File: config.mk
export PLATFORM = sky130hd
export DESIGN_NAME = multi_player_buzzer
export DESIGN_NICKNAME = d
export VERILOG_FILES = /design/src/rtl/multi_player_buzzer.sv
export SDC_FILE = /design/constraint.sdc
export NUM_CORES = 1
export LEC_CHECK = 0
export ABC_AREA = 1
export ABC_CLOCK_PERIOD_IN_PS = 1550
export CAP_MARGIN = 20
export CORE_ASPECT_RATIO = 0.5
export CORE_MARGIN = 5
export CORE_UTILIZATION = 42
export DETAILED_ROUTE_END_ITERATION = 6
export PLACE_DENSITY = 0.76
export SETUP_SLACK_MARGIN = 0.15
export SLEW_MARGIN = 10
export SYNTH_ARGS = -nofsm -noshare
export SYNTH_HDL_FRONTEND = slang
export SYNTH_SLANG_ARGS = --single-unit
export TNS_END_PERCENT = 1
File: constraint.sdc
create_clock -name clk -period 1.55 [get_ports clk]
set_input_delay 0.31 -clock clk [delete_from_list [all_inputs] [get_ports clk]]
set_output_delay 0.31 -clock clk [all_outputs]
set_load 0.1 [all_outputs]
File: src/rtl/multi_player_buzzer.sv
// multi_player_buzzer: N-player quiz buzzer with input synchronisers,
// host arm/clear control, false-start penalties, tie-break arbitration
// and an answer-window timeout. All outputs come straight from flops.
module multi_player_buzzer #(
  parameter int N_PLAYERS     = 4,
  parameter int SYNC_STAGES   = 2,
  parameter int ANSWER_CYCLES = 16,
  parameter int TIE_MODE      = 0
) (
  input  logic                         clk,
  input  logic                         rst_n,
  input  logic                         arm,
  input  logic                         clear,
  input  logic [N_PLAYERS-1:0]         buzz,
  output logic [N_PLAYERS-1:0]         led,
  output logic [$clog2(N_PLAYERS)-1:0] winner_idx,
  output logic                         winner_valid,
  output logic [N_PLAYERS-1:0]         penalty,
  output logic                         timeout,
  output logic [1:0]                   state
);

  localparam int IW = $clog2(N_PLAYERS);
  localparam int CW = (ANSWER_CYCLES > 1) ? $clog2(ANSWER_CYCLES) : 1;
  localparam logic [CW-1:0] CNT_LOAD = (ANSWER_CYCLES > 0) ? CW'(ANSWER_CYCLES - 1) : {CW{1'b0}};

  typedef enum logic [1:0] {
    IDLE    = 2'd0,
    ARMED   = 2'd1,
    LOCKED  = 2'd2,
    TIMEOUT = 2'd3
  } state_t;

  // Winner selection: fixed priority scans upward from 0, round-robin
  // scans upward from the pointer and wraps.
  function automatic logic [IW-1:0] pick_winner(input logic [N_PLAYERS-1:0] req,
                                                input logic [IW-1:0]        ptr);
    logic [IW-1:0] idx;
    logic          found;
    int            j;
    idx   = {IW{1'b0}};
    found = 1'b0;
    for (int k = 0; k < N_PLAYERS; k++) begin
      if (TIE_MODE == 1) begin
        j = (int'(ptr) + k) % N_PLAYERS;
      end else begin
        j = k;
      end
      if (!found && req[j]) begin
        idx   = IW'(j);
        found = 1'b1;
      end else begin
        found = found;
      end
    end
    return idx;
  endfunction

  logic [SYNC_STAGES-1:0][N_PLAYERS-1:0] sync_r;
  logic [N_PLAYERS-1:0]                  hist_r;
  logic [N_PLAYERS-1:0]                  press_s;
  logic [N_PLAYERS-1:0]                  elig_s;
  logic [IW-1:0]                         win_s;

  state_t               state_r,   state_nxt_s;
  logic [N_PLAYERS-1:0] led_r,     led_nxt_s;
  logic [IW-1:0]        widx_r,    widx_nxt_s;
  logic                 wvalid_r,  wvalid_nxt_s;
  logic [N_PLAYERS-1:0] pen_r,     pen_nxt_s;
  logic                 to_r,      to_nxt_s;
  logic [CW-1:0]        cnt_r,     cnt_nxt_s;
  logic [IW-1:0]        rr_r,      rr_nxt_s;

  // Synchroniser chain plus history flop; index 0 is the newest stage.
  always_ff @(posedge clk or negedge rst_n) begin
    if (!rst_n) begin
      sync_r <= {(SYNC_STAGES*N_PLAYERS){1'b0}};
      hist_r <= {N_PLAYERS{1'b0}};
    end else begin
      sync_r <= {sync_r[SYNC_STAGES-2:0], buzz};
      hist_r <= sync_r[SYNC_STAGES-1];
    end
  end

  // A press is a synchronised rising edge; levels never arbitrate.
  assign press_s = sync_r[SYNC_STAGES-1] & ~hist_r;
  assign elig_s  = press_s & ~pen_r;
  assign win_s   = pick_winner(elig_s, rr_r);

  // Next-state and next-output logic for the round FSM.
  always_comb begin
    state_nxt_s  = state_r;
    led_nxt_s    = led_r;
    widx_nxt_s   = widx_r;
    wvalid_nxt_s = wvalid_r;
    pen_nxt_s    = pen_r;
    to_nxt_s     = to_r;
    cnt_nxt_s    = cnt_r;
    rr_nxt_s     = rr_r;
    if (clear) begin
      state_nxt_s  = IDLE;
      led_nxt_s    = {N_PLAYERS{1'b0}};
      widx_nxt_s   = {IW{1'b0}};
      wvalid_nxt_s = 1'b0;
      pen_nxt_s    = {N_PLAYERS{1'b0}};
      to_nxt_s     = 1'b0;
    end else begin
      case (state_r)
        IDLE: begin
          // Any press before the round opens (including with arm) is a false start.
          pen_nxt_s = pen_r | press_s;
          if (arm) begin
            state_nxt_s = ARMED;
          end else begin
            state_nxt_s = IDLE;
          end
        end
        ARMED: begin
          if (|elig_s) begin
            state_nxt_s  = LOCKED;
            led_nxt_s    = {{(N_PLAYERS-1){1'b0}}, 1'b1} << win_s;
            widx_nxt_s   = win_s;
            wvalid_nxt_s = 1'b1;
            cnt_nxt_s    = CNT_LOAD;
            if (win_s == IW'(N_PLAYERS - 1)) begin
              rr_nxt_s = {IW{1'b0}};
            end else begin
              rr_nxt_s = win_s + IW'(1'b1);
            end
          end else begin
            state_nxt_s = ARMED;
          end
        end
        LOCKED: begin
          if (ANSWER_CYCLES == 0) begin
            state_nxt_s = LOCKED;
          end else if (cnt_r == {CW{1'b0}}) begin
            state_nxt_s = TIMEOUT;
            led_nxt_s   = {N_PLAYERS{1'b0}};
            to_nxt_s    = 1'b1;
          end else begin
            cnt_nxt_s = cnt_r - CW'(1'b1);
          end
        end
        TIMEOUT: begin
          state_nxt_s = TIMEOUT;
        end
        default: begin
          state_nxt_s = IDLE;
        end
      endcase
    end
  end

  // State and output registers.
  always_ff @(posedge clk or negedge rst_n) begin
    if (!rst_n) begin
      state_r  <= IDLE;
      led_r    <= {N_PLAYERS{1'b0}};
      widx_r   <= {IW{1'b0}};
      wvalid_r <= 1'b0;
      pen_r    <= {N_PLAYERS{1'b0}};
      to_r     <= 1'b0;
      cnt_r    <= {CW{1'b0}};
      rr_r     <= {IW{1'b0}};
    end else begin
      state_r  <= state_nxt_s;
      led_r    <= led_nxt_s;
      widx_r   <= widx_nxt_s;
      wvalid_r <= wvalid_nxt_s;
      pen_r    <= pen_nxt_s;
      to_r     <= to_nxt_s;
      cnt_r    <= cnt_nxt_s;
      rr_r     <= rr_nxt_s;
    end
  end

  assign led          = led_r;
  assign winner_idx   = widx_r;
  assign winner_valid = wvalid_r;
  assign penalty      = pen_r;
  assign timeout      = to_r;
  assign state        = state_r;

endmodule
==> out/results.txt <==
The run finished with clean final reports. The final net count was 199. The cell area after technology mapping came out at 1400 µm². In this run the power density over the cells is 1170 nW/µm². The delay of the slowest critical-path stage was 510 ps; the share of the synthesized area in the top cell type was 0.538. The horizontal die dimension works out to 91.5 µm. The tools report the type of destination of the critical path as a register. The max-capacitance violation count is 0.

The area of the core was 3100 µm²; the total inserted antenna cells was 0. In this run the tool buffered the top-level ports with 21 buffer cells. Each instance of the synthesized netlist takes up on average 9.43 µm². In this run the static leakage power is 0.000930 µW. Sequential group share of total power: 0.401. Once layout is complete, the cells apart from fillers number 226. The core occupancy in the finished layout is 0.651, and the number of cell rows is 14.

The via count of the first global-routing pass was 998; the count of cell types in the netlist was 25. The Yosys step of the flow raised 0 warnings. The total I/O pin count is 22.

The shortest period the worst path allows works out to 1410 ps. Buffers inserted to repair hold after CTS numbered 0. The detailed-routing iteration count for the pre-antenna-repair pass was 5.

The post-synthesis register bit count works out to 30. STA puts the critical path data required time at 1720 ps. The run gives 4680 µm as the first-pass GRT wire length. The number of nets in the synthesized netlist is 162. The clock sink count was 30.

Setup repair after global routing could not meet its margin everywhere. The final layout contains routed wiring with a total length of 2960 µm. On the final layout, the worst clock skew is 2.76 ps. The final worst-path cycle share came out at 0.911.

The share of total power consumed by net switching is 0.355. After global routing the overflow that remains totals 0. The run gives 0 as the number of max-slew violations in the final report. The run gives 0.743 as the worst slew slack as a fraction of its limit. For this design, the slowest cell found on the critical path is sky130_fd_sc_hd__dfrtp_4. The run gives 148 as the synthesized netlist cell count. The fraction of final layout cells with drive strength greater than 1 was 0.349; the area enclosed by the die boundary was 4650 µm². The proportion of power drawn by combinational gates is 0.324. The run gives 708 MHz as the upper clock frequency limit. The clock network fraction of design power was 0.275; the net switching power figure was 836 µW. The average wire per standard cell came out at 13.1 µm.

Walking the worst path, the cells encountered are buf_4 > ha_4 > inv_4 > nand2_1 > nand3_2 > nand2_2 > nand2_1 > nand2_1. Setup violations remaining at the end of the flow were counted as 0. The run gives 210 as the cell count after placement. Library cell used as clock root buffer: sky130_fd_sc_hd__clkbuf_8.

The run gives 0 ps as the post-route setup TNS. TritonCTS built the clock tree. The half-perimeter wire length after placement was 2050 µm.

The logs give 1068 for the detailed-route via count and 0 for the remaining antenna violation count. Entering global routing, the biggest net connects 31 pins. For the pin with the worst max-slew slack, the measured transition is 385 ps. Yosys attributes the largest share of cell area to sky130_fd_sc_hd__dfrtp_1, sky130_fd_sc_hd__nand2_1, sky130_fd_sc_hd__inv_1. The starting DRC count in detailed routing was 48. The initial antenna violation count was 0; the maximum buffer depth of the clock tree was 2. The critical path is of the register to register type. TritonCTS created 5 clock buffers. The most prevalent standard cell on the critical path is sky130_fd_sc_hd__nand2_1. The logs give 0.450 for the effective utilization at floorplan and 0 for the hold violation total from the final report. Clock latency on the worst-skew pair, taken at its later pin, is 280 ps. The overall die height was 50.8 µm; the post-CTS clock slew at the launch and capture registers of the worst setup and hold paths was 60 ps. After detailed routing, the number of remaining DRC violations is 0. The internal portion of the total power is 1520 µW. The H-tree was split into 2 levels.

The tightest min-delay check is of the register to register type. Of all nets on the critical path, the largest fanout is 5. After filler insertion, the fill cell instance count of the layout stands at 230.

Of all cell types, the one taking the most synthesized area is sky130_fd_sc_hd__dfrtp_1. Relative to the synthesized area, the layout overhead comes to 44.6%. The via density per instance came out at 4.73. Data on the critical path arrives at its endpoint at 1580 ps. The logs give 0.510 mV for the worst-case vdd ir drop and 0.131 for the global routing usage summed across all routing layers. The tools report the kind of launch point of the worst setup path as a register. The run gives 0.538 as the part of the Yosys area used for sequential elements. The global placer's final weighted congestion came out at 0.803.
## sequential cells by signal (all words and copies together) (netlist names)
signal        cells
cnt_r             4
hist_r            4
led               4
penalty           4
state             2
sync_r            8
timeout           1
winner_idx        2
winner_valid      1
## path summary, 6_finish.rpt
kind,from,end,slack (ps),depth (start not counted)
hold reg to reg,sync_r[1]$_DFF_PN0_,sync_r[5]$_DFF_PN0_,350,0
setup reg to reg,state[0]$_DFFE_PN0P_,led[2]$_DFFE_PN0P_,140,8
max in group asynchronous,rst_n,penalty[3]$_DFFE_PN0P_,820,2
setup / recovery,state[0]$_DFFE_PN0P_,led[2]$_DFFE_PN0P_,140,8
hold / removal,sync_r[1]$_DFF_PN0_,sync_r[5]$_DFF_PN0_,350,0
min in group asynchronous,rst_n,timeout$_DFFE_PN0P_,410,2
## timing repair
| item | 4_1_cts | 5_1_grt |
|---|---|---|
| buffers inserted | 2 | 6 |
| resized for setup | 3 | 5 |
| pin swaps | 2 | 6 |
| setup endpoints to repair | 4 | 12 |
## power groups by stage
stage,Combinational (µW),Sequential [µW],Clock (µW)
floorplan,294,1140,0
global placement,702,955,0
detailed placement,717,963,0
CTS,730,949,662
global route,822,957,697
finish,763,944,648
## kinds of logic after synthesis
| kind of cell | synth area share |
|---|---|
| XOR/XNOR | 0.00627 |
| adder cells (fa/ha/maj) | 0.0538 |
| buffers and inverters | 0.0735 |
| AND/OR/NAND/NOR | 0.269 |
| AO/OA/AOI/OAI | 0.0600 |
| flip-flops | 0.538 |
## cell usage after synthesis, drive strengths merged
cell type,number
a21oi,5
and2,1
buf,2
clkinv,1
dfrtp,30
ha,6
inv,22
nand2,29
nand3,21
nand4,2
nor2,16
nor3,1
o211ai,1
o21ai,7
o22ai,2
or2,1
xor2,1
## metrics by stage
stage	setup WS (ps)	hold WS, ps	instance area [µm²]	total power [µW]
after floorplan	51.3	14.4	1440	1430
after global placement	72.6	332	1840	1660
after detailed placement	10.9	338	1840	1680
after CTS	140	352	1970	2340
after global routing	60.3	367	2020	2480
final	138	351	2020	2360
## layer usage
layer | routed length, µm | share of wire | track usage
met1 | 1370 | 0.46 | 0.168
met5 | 0 | 0 | 0
met3 | 138 | 0.047 | 0.0448
met4 | 27 | 0.0091 | 0.0525
met2 | 1420 | 0.48 | 0.207
## critical path: cells and delay by family (launching register included)
family                   cells  cell delay, ps
flip-flops                   1             510
AND/OR/NAND/NOR              5             410
buffers and inverters        2             230
adder cells (fa/ha/maj)      1             160
## cell type report
cell class	count	area, µm²	share of cell area
flip-flops and latches	30	773	0.383
inverters	23	92.6	0.0458
repair buffers	32	437	0.216
clock buffers	8	90.1	0.0446
multi-input cells	93	577	0.286
well taps	40	50.0	0.0248
## placed cells by master (no fill, tap or decap), drive strengths merged, types with 2 or more instances in the layout
cell / count
o21ai: 7
ha: 6
nand2: 29
dfrtp: 30
nand3: 21
clkdlybuf4s50: 7
nor2: 16
clkbuf: 8
a21oi: 5
inv: 22
nand4: 2
o22ai: 2
buf: 25
(Power assumes the default switching activity.)
